$ cat config.mk
export PLATFORM = sky130hd
export DESIGN_NAME = sensor_responder_flat
export DESIGN_NICKNAME = d
export VERILOG_FILES = /design/src/rtl/sensor_bus_pkg.sv /design/src/rtl/sensor_responder_if.sv /design/src/rtl/crc8.sv /design/src/rtl/sensor_responder.sv /design/src/flat_wrapper.sv
export SDC_FILE = /design/constraint.sdc
export NUM_CORES = 1
export LEC_CHECK = 0
export CAP_MARGIN = 0
export CORE_ASPECT_RATIO = 0.8
export CORE_MARGIN = 4
export CORE_UTILIZATION = 52
export DETAILED_ROUTE_END_ITERATION = 10
export HOLD_SLACK_MARGIN = 0.15
export PLACE_DENSITY = 0.79
export SLEW_MARGIN = 10
export SYNTH_ARGS = -nofsm -noshare
export SYNTH_HDL_FRONTEND = slang
export SYNTH_HIERARCHICAL = 1
export SYNTH_SLANG_ARGS = --single-unit
$ cat constraint.sdc
create_clock -name clock -period 2.9 [get_ports clock]
set_clock_uncertainty 0.2 [all_clocks]
set_input_delay 0.58 -clock clock [delete_from_list [all_inputs] [get_ports clock]]
set_output_delay 0.58 -clock clock [all_outputs]
set_load 0.05 [all_outputs]
$ cat src/rtl/sensor_bus_pkg.sv
// Shared definitions for the polled UART sensor bus: responder state
// encoding, poll byte field widths, collision code and the CRC-8 helper.
package sensor_bus_pkg;

    localparam int POLL_ID_W  = 3;
    localparam int POLL_RSV_W = 5;

    localparam logic [7:0]           CRC8_POLY    = 8'h07;
    localparam logic [POLL_ID_W-1:0] COLLISION_ID = 3'b000;

    typedef enum logic [2:0] {
        ST_IDLE,
        ST_TURN,
        ST_SEND_DATA,
        ST_WAIT_DATA,
        ST_SEND_CRC,
        ST_WAIT_CRC
    } resp_state_e;

    // CRC-8 of a single byte: init 0, MSB first, no reflection, no final XOR.
    // With a zero init the byte itself is the initial remainder.
    function automatic logic [7:0] crc8_byte(input logic [7:0] data);
        logic [7:0] rem;
        rem = data;
        for (int i = 0; i < 8; i++) begin
            rem = rem[7] ? ({rem[6:0], 1'b0} ^ CRC8_POLY) : {rem[6:0], 1'b0};
        end
        return rem;
    endfunction

endpackage

$ cat src/rtl/sensor_responder_if.sv
// UART core pair as seen by the sensor responder. The master modport is the
// responder side; the slave modport is the RX/TX cores (or a model of them).
interface sensor_responder_if;
    logic       done_rx;
    logic [7:0] data_rx;
    logic       enable_tx;
    logic [7:0] data_tx;
    logic       active_tx;
    logic       done_tx;

    modport master (
        input  done_rx, data_rx, active_tx, done_tx,
        output enable_tx, data_tx
    );

    modport slave (
        output done_rx, data_rx, active_tx, done_tx,
        input  enable_tx, data_tx
    );
endinterface

$ cat src/rtl/crc8.sv
// Combinational CRC-8 (poly 0x07) over one byte; shared with the arbiter's
// response check.
module crc8
    import sensor_bus_pkg::*;
(
    input  logic [7:0] data_in,
    output logic [7:0] crc_out
);

    // Pure function of the input byte.
    always_comb begin
        crc_out = crc8_byte(data_in);
    end

endmodule

$ cat src/rtl/sensor_responder.sv
// Sensor-side responder: answers polls carrying SENSOR_ID with the frozen
// sample byte followed by its CRC-8.
// Optional macro SENSOR_RESPONDER_TURNAROUND_EN inserts a TURNAROUND_CYCLES
// idle gap between the poll and the first response byte.
module sensor_responder
    import sensor_bus_pkg::*;
#(
    parameter logic [POLL_ID_W-1:0] SENSOR_ID         = 3'd1,
    parameter int                   TX_TIMEOUT        = 65535,
    parameter int                   TURNAROUND_CYCLES = 16
) (
    input  logic                clock,
    input  logic                reset,
    input  logic [7:0]          sensor_data,
    input  logic                sensor_valid,
    sensor_responder_if.master  uart,
    output logic                busy,
    output logic                tx_error
);

    localparam int CW = $clog2(TX_TIMEOUT + 1);
    localparam logic [CW-1:0] WAIT_LAST = CW'(TX_TIMEOUT - 1);

    resp_state_e state_q, state_d;
    logic [7:0]    sample_q;
    logic [7:0]    resp_q, resp_d;
    logic [CW-1:0] wait_cnt_q, wait_cnt_d;
    logic          tx_error_q, tx_error_d;
    logic [7:0]    crc;
    logic          poll_ok;

    // done_tx alone ends a wait and the counter bounds it, so the busy flag
    // of the transmitter carries no extra information here.
    logic unused_active_tx;
    assign unused_active_tx = uart.active_tx;

`ifdef SENSOR_RESPONDER_TURNAROUND_EN
    localparam int TW = $clog2(TURNAROUND_CYCLES + 1);
    localparam logic [TW-1:0] TURN_LAST = TW'(TURNAROUND_CYCLES - 1);
    logic [TW-1:0] turn_cnt_q, turn_cnt_d;
`endif

    crc8 u_crc8 (
        .data_in (resp_q),
        .crc_out (crc)
    );

    assign poll_ok = uart.done_rx
                  && (uart.data_rx[POLL_ID_W-1:0] == SENSOR_ID)
                  && (uart.data_rx[7:POLL_ID_W] == '0);

    // State, counters, sample and snapshot registers.
    always_ff @(posedge clock) begin
        if (reset) begin
            state_q    <= ST_IDLE;
            sample_q   <= 8'h00;
            resp_q     <= 8'h00;
            wait_cnt_q <= '0;
            tx_error_q <= 1'b0;
`ifdef SENSOR_RESPONDER_TURNAROUND_EN
            turn_cnt_q <= '0;
`endif
        end else begin
            state_q    <= state_d;
            resp_q     <= resp_d;
            wait_cnt_q <= wait_cnt_d;
            tx_error_q <= tx_error_d;
`ifdef SENSOR_RESPONDER_TURNAROUND_EN
            turn_cnt_q <= turn_cnt_d;
`endif
            if (sensor_valid) begin
                sample_q <= sensor_data;
            end
        end
    end

    // Next-state and Moore outputs; the snapshot reads sample_q before any
    // same-cycle sensor update lands.
    always_comb begin
        state_d        = state_q;
        resp_d         = resp_q;
        wait_cnt_d     = wait_cnt_q;
        tx_error_d     = tx_error_q;
        uart.enable_tx = 1'b0;
        uart.data_tx   = 8'h00;
`ifdef SENSOR_RESPONDER_TURNAROUND_EN
        turn_cnt_d     = turn_cnt_q;
`endif
        case (state_q)
            ST_IDLE: begin
                if (poll_ok) begin
                    resp_d = sample_q;
`ifdef SENSOR_RESPONDER_TURNAROUND_EN
                    turn_cnt_d = '0;
                    state_d    = ST_TURN;
`else
                    state_d    = ST_SEND_DATA;
`endif
                end
            end
`ifdef SENSOR_RESPONDER_TURNAROUND_EN
            ST_TURN: begin
                if (turn_cnt_q == TURN_LAST) begin
                    state_d = ST_SEND_DATA;
                end else begin
                    turn_cnt_d = turn_cnt_q + TW'(1);
                end
            end
`endif
            ST_SEND_DATA: begin
                uart.enable_tx = 1'b1;
                uart.data_tx   = resp_q;
                wait_cnt_d     = '0;
                state_d        = ST_WAIT_DATA;
            end
            ST_WAIT_DATA: begin
                uart.data_tx = resp_q;
                if (uart.done_tx) begin
                    state_d = ST_SEND_CRC;
                end else if (wait_cnt_q == WAIT_LAST) begin
                    state_d    = ST_IDLE;
                    tx_error_d = 1'b1;
                end else begin
                    wait_cnt_d = wait_cnt_q + CW'(1);
                end
            end
            ST_SEND_CRC: begin
                uart.enable_tx = 1'b1;
                uart.data_tx   = crc;
                wait_cnt_d     = '0;
                state_d        = ST_WAIT_CRC;
            end
            ST_WAIT_CRC: begin
                uart.data_tx = crc;
                if (uart.done_tx) begin
                    state_d = ST_IDLE;
                end else if (wait_cnt_q == WAIT_LAST) begin
                    state_d    = ST_IDLE;
                    tx_error_d = 1'b1;
                end else begin
                    wait_cnt_d = wait_cnt_q + CW'(1);
                end
            end
            default: begin
                state_d = ST_IDLE;
            end
        endcase
    end

    assign busy     = (state_q != ST_IDLE);
    assign tx_error = tx_error_q;

endmodule

$ cat src/flat_wrapper.sv
// flat-port wrapper written by rule: the top's interface ports become plain ports
module sensor_responder_flat import sensor_bus_pkg::*;
#(
    parameter logic [POLL_ID_W-1:0] SENSOR_ID         = 3'd1,
    parameter int                   TX_TIMEOUT        = 65535,
    parameter int                   TURNAROUND_CYCLES = 16
)
  (clock, reset, sensor_data, sensor_valid, busy, tx_error, uart_done_rx, uart_data_rx, uart_active_tx, uart_done_tx, uart_enable_tx, uart_data_tx);
  sensor_responder_if uart_i ();
  input  logic clock;
  input  logic reset;
  input  logic [7:0] sensor_data;
  input  logic sensor_valid;
  output logic busy;
  output logic tx_error;
  input wire logic [$bits(uart_i.done_rx)-1:0] uart_done_rx;
  input wire logic [$bits(uart_i.data_rx)-1:0] uart_data_rx;
  input wire logic [$bits(uart_i.active_tx)-1:0] uart_active_tx;
  input wire logic [$bits(uart_i.done_tx)-1:0] uart_done_tx;
  output wire logic [$bits(uart_i.enable_tx)-1:0] uart_enable_tx;
  output wire logic [$bits(uart_i.data_tx)-1:0] uart_data_tx;
  assign uart_i.done_rx = uart_done_rx;
  assign uart_i.data_rx = uart_data_rx;
  assign uart_i.active_tx = uart_active_tx;
  assign uart_i.done_tx = uart_done_tx;
  assign uart_enable_tx = uart_i.enable_tx;
  assign uart_data_tx = uart_i.data_tx;
  sensor_responder #(.SENSOR_ID(SENSOR_ID), .TX_TIMEOUT(TX_TIMEOUT), .TURNAROUND_CYCLES(TURNAROUND_CYCLES)) u_core (.clock(clock), .reset(reset), .sensor_data(sensor_data), .sensor_valid(sensor_valid), .uart(uart_i), .busy(busy), .tx_error(tx_error));
endmodule
==> flow_summary.yaml <==
floorplan:
  core_region_area_um2: 3470
  die_height_um: 62.2
  fp.dieArea_um2: 4710
  fp-row-count: 19
  ios: 33
  die_width_um: 75.7
  initial_core_util_pct: 55.0
sta:
  timing.fmax_mhz: 383
  timing.max_slew.rel_slack_pct: 54.9
  period_share_pct: 89.9
  maxSlewViolCount: 0
  finalHoldViolCount: 0
  period_minus_slack_ns: 2.61
  finalSetupViolations: 0
  rsz0062_at_grt: "no"
  worstMarginPinSlew_ns: 0.659
  setup_tns_ns: 0
clock_network:
  hold_buf_count_cts: 0
  clkLatencyLatePin_ns: 0.29
  register_clock_pin_slew_on_the_reported_worst_setup_and_hold_paths_ns: 0.07
  tritoncts: "yes"
  cts_htree_levels: 2
  numCtsBuffers: 5
  post-cts-setup-buffer-count: 0
  post_cts_resized: 0
  cts_root_buf: "sky130_fd_sc_hd__clkbuf_8"
  clock_sink_count: 36
  cts_max_path_buffers: 2
finish:
  finish.net_count: 267
  final_common_cell: "sky130_fd_sc_hd__dfxtp_1"
  post_route_cells_drive_above_1_share_pct: 9.84
  diodes: 0
  areaGrowthSynthToFinish_pct: 23.2
  most-common-layout-cells: "sky130_fd_sc_hd__dfxtp_1, sky130_fd_sc_hd__clkdlybuf4s50_1, sky130_fd_sc_hd__mux2i_1"
critical_path:
  endpoint_kind: "primary output"
  r2r-end: "u_core/wait_cnt_q[14]"
  critPathKind: "flop to primary output"
  timing.rr.start: "u_core/state_q[1]"
  worst_r2r_path_depth: 4
  timing.critical_path.depth: 3
  worstPathArrival_ns: 1.83
  ff2ff_setup_slack_ns: 0.72
  worstPathBufferInverterCount: 1
  cp_max_fo: 6
  cpPeakStageDelay_ns: 0.80
  crit_family: "buffers and inverters"
  worstPathRequired_ns: 2.12
  crit_path_cell_trace: "xnor2_1 > nor2_1 > clkdlybuf4s50_1"
  timing.critical_path.from_type: "flop"
  cp-startpoint: "u_core/state_q[1]"
  critical_path.slowest_cell: "sky130_fd_sc_hd__clkdlybuf4s50_1"
routing:
  firstDrtPassIters: 4
  met3RoutedLength_um: 247
  antenna_nets_post_route: 0
  route.met2.wl_um: 1800
  drt-met1-wl_um: 2050
  detailroute.via_count: 1687
  drc: 0
  maxUsedRoutingLayer: "met4"
  detail_route.vias_per_cell: 5.90
  detail_route.wl_per_cell_um: 14.5
  drt-initial-drc-count: 137
  routed_wirelength_um: 4140
placed_design:
  place.port_buffers: 31
  detailedPlacementHpwl_um: 3020
  globalplace.congestion: 0.853
logic_synthesis:
  synth-edff-count: 0
  synth_top_family_by_area: "simple AND/OR/NAND/NOR gates"
  synth_seq_cells: 36
  postSynthCellCount: 211
  post_synth_fa_ha_maj_area_fraction_pct: 1.31
  syn_area_um2: 1910
  ys_async_sr_fraction_pct: 0
  synth.yosys.warnings: 6
  yosysSeqAreaShare_pct: 37.7
  compound_gate_fraction_of_synth_area_pct: 16.4
  syn_area_per_cell_um2: 9.05
  netlist-cell-type-count: 38
  top_reg_cell_synth: "sky130_fd_sc_hd__dfxtp_1"
  synth_mux_area_share_pct: 11.0
  synth_simple_gate_area_share_pct: 22.7
  yosys.area_share.xor_xnor_pct: 8.06
  synthesis.nets: 235
hold_path:
  hold_end: "u_core/wait_cnt_q[5]"
  min_path_cells: 2
  worst_hold_path_type: "flop to flop"
  min-delay-start: "u_core/wait_cnt_q[5]"
global_route:
  maximum_number_of_pins_on_one_net_before_global_route_repair: 18
  grt_pass1_wl_um: 7070
  grt_antenna_before_repair: 0
  grt.overflow.total: 0
  globalRouteTotalUtil_pct: 19.3
  vias_in_the_first_global_route: 1518
run:
  cap_viol_max_count: 0
status:
  outcome: "finished clean"
power_and_ir_drop:
  p_total_uw: 999
  ir_drop_uv: 373
  power.density_nw_per_um2: 425
  leakage_power_nw: 0.925
-- flip-flops by register name, summed over array words and instances, names as in the netlist --
| signal | count |
|---|---|
| u_core/state_q | 3 |
| u_core/sample_q | 8 |
| u_core/resp_q | 8 |
| u_core/wait_cnt_q | 16 |
| u_core/tx_error | 1 |
-- per-stage QoR --
| stage | util [%] | area [µm²] | worst slack [ns] | cells | hold WS, ns |
|---|---|---|---|---|---|
| 5_1_grt | 67.8 | 2350 | 0.168 | 286 | 0.297 |
| 4_1_cts | 67.8 | 2350 | 0.277 | 286 | 0.274 |
| 2_1_floorplan | - | 1910 | 0.821 | 211 | 0.242 |
| 6_report | 67.8 | 2350 | 0.292 | 286 | 0.266 |
| 3_3_place_gp | 64.6 | 2240 | 0.406 | 278 | 0.262 |
| 3_5_place_dp | 64.6 | 2240 | 0.370 | 278 | 0.266 |
-- cells by family (layout without fill, tap and decap cells) --
logic type,Yosys count,in the layout
simple gates,79,79
compound gates,44,44
flops,36,36
mux,21,21
xor+xnor,15,15
buf+inv,14,47
fa+ha+maj,2,2
-- synthesized netlist by cell type (2+ instances only) --
master / instances / share of area (%)
sky130_fd_sc_hd__xor2_2: 2 / 1.7
sky130_fd_sc_hd__nor4_1: 4 / 1.3
sky130_fd_sc_hd__mux2i_1: 21 / 11
sky130_fd_sc_hd__nand3_1: 8 / 2.1
sky130_fd_sc_hd__o211ai_1: 2 / 0.79
sky130_fd_sc_hd__ha_1: 2 / 1.3
sky130_fd_sc_hd__and3_1: 4 / 1.3
sky130_fd_sc_hd__nand4_1: 4 / 1.3
sky130_fd_sc_hd__o21ai_0: 2 / 0.52
sky130_fd_sc_hd__or4_1: 6 / 2.4
sky130_fd_sc_hd__clkbuf_1: 9 / 1.8
sky130_fd_sc_hd__xnor2_1: 12 / 5.5
sky130_fd_sc_hd__a22o_1: 8 / 3.7
sky130_fd_sc_hd__inv_1: 5 / 0.98
sky130_fd_sc_hd__dfxtp_1: 36 / 38
sky130_fd_sc_hd__nor2_1: 19 / 3.7
sky130_fd_sc_hd__a21o_1: 3 / 1.2
sky130_fd_sc_hd__and4_1: 6 / 2.8
sky130_fd_sc_hd__and2_1: 2 / 0.66
sky130_fd_sc_hd__nor3_1: 3 / 0.79
sky130_fd_sc_hd__o31ai_1: 5 / 2.0
sky130_fd_sc_hd__nand2b_1: 5 / 1.6
sky130_fd_sc_hd__nor2b_1: 4 / 1.3
sky130_fd_sc_hd__a2111oi_0: 2 / 0.92
sky130_fd_sc_hd__nand2_1: 12 / 2.4
sky130_fd_sc_hd__a21oi_1: 13 / 3.4
-- report_power, final --
group	leakage [nW]	internal [mW]	switching, mW
registers	0.291	0.501	0.00368
logic	0.579	0.0355	0.0224
clock network	0.0541	0.254	0.182
total	0.925	0.790	0.208
-- how the worst max path moves through the flow --
stage,to,slack (ns)
floorplan,uart_data_tx[0],0.82
global placement,u_core/wait_cnt_q[14],0.41
detailed placement,u_core/wait_cnt_q[9],0.37
CTS,uart_enable_tx,0.28
global route,busy,0.17
finish,uart_enable_tx,0.29
-- tightest hold or removal path: stages, from the launching register on --
cell	delay (ns)
sky130_fd_sc_hd__dfxtp_1	0.32
sky130_fd_sc_hd__nand2_1	0.05
sky130_fd_sc_hd__mux2i_1	0.05
-- metal layers --
| metal | global-route usage (%) | vias to the layer above |
|---|---|---|
| li1 | - | 847 |
| met1 | 27.2 | 793 |
| met2 | 27.9 | 42 |
| met3 | 5.32 | 5 |
| met4 | 6.55 | 0 |
| met5 | 0 | - |
-- layout make-up --
type,count,area (µm²)
Inverter,5,18.8
Tap cell,42,52.6
Multi-Input combinational cell,161,1140
Timing Repair Buffer,34,313
Sequential cell,36,721
Clock buffer,5,68.8
Clock inverter,3,42.5
Fill cell,293,1120
(Power assumes the default switching activity.)
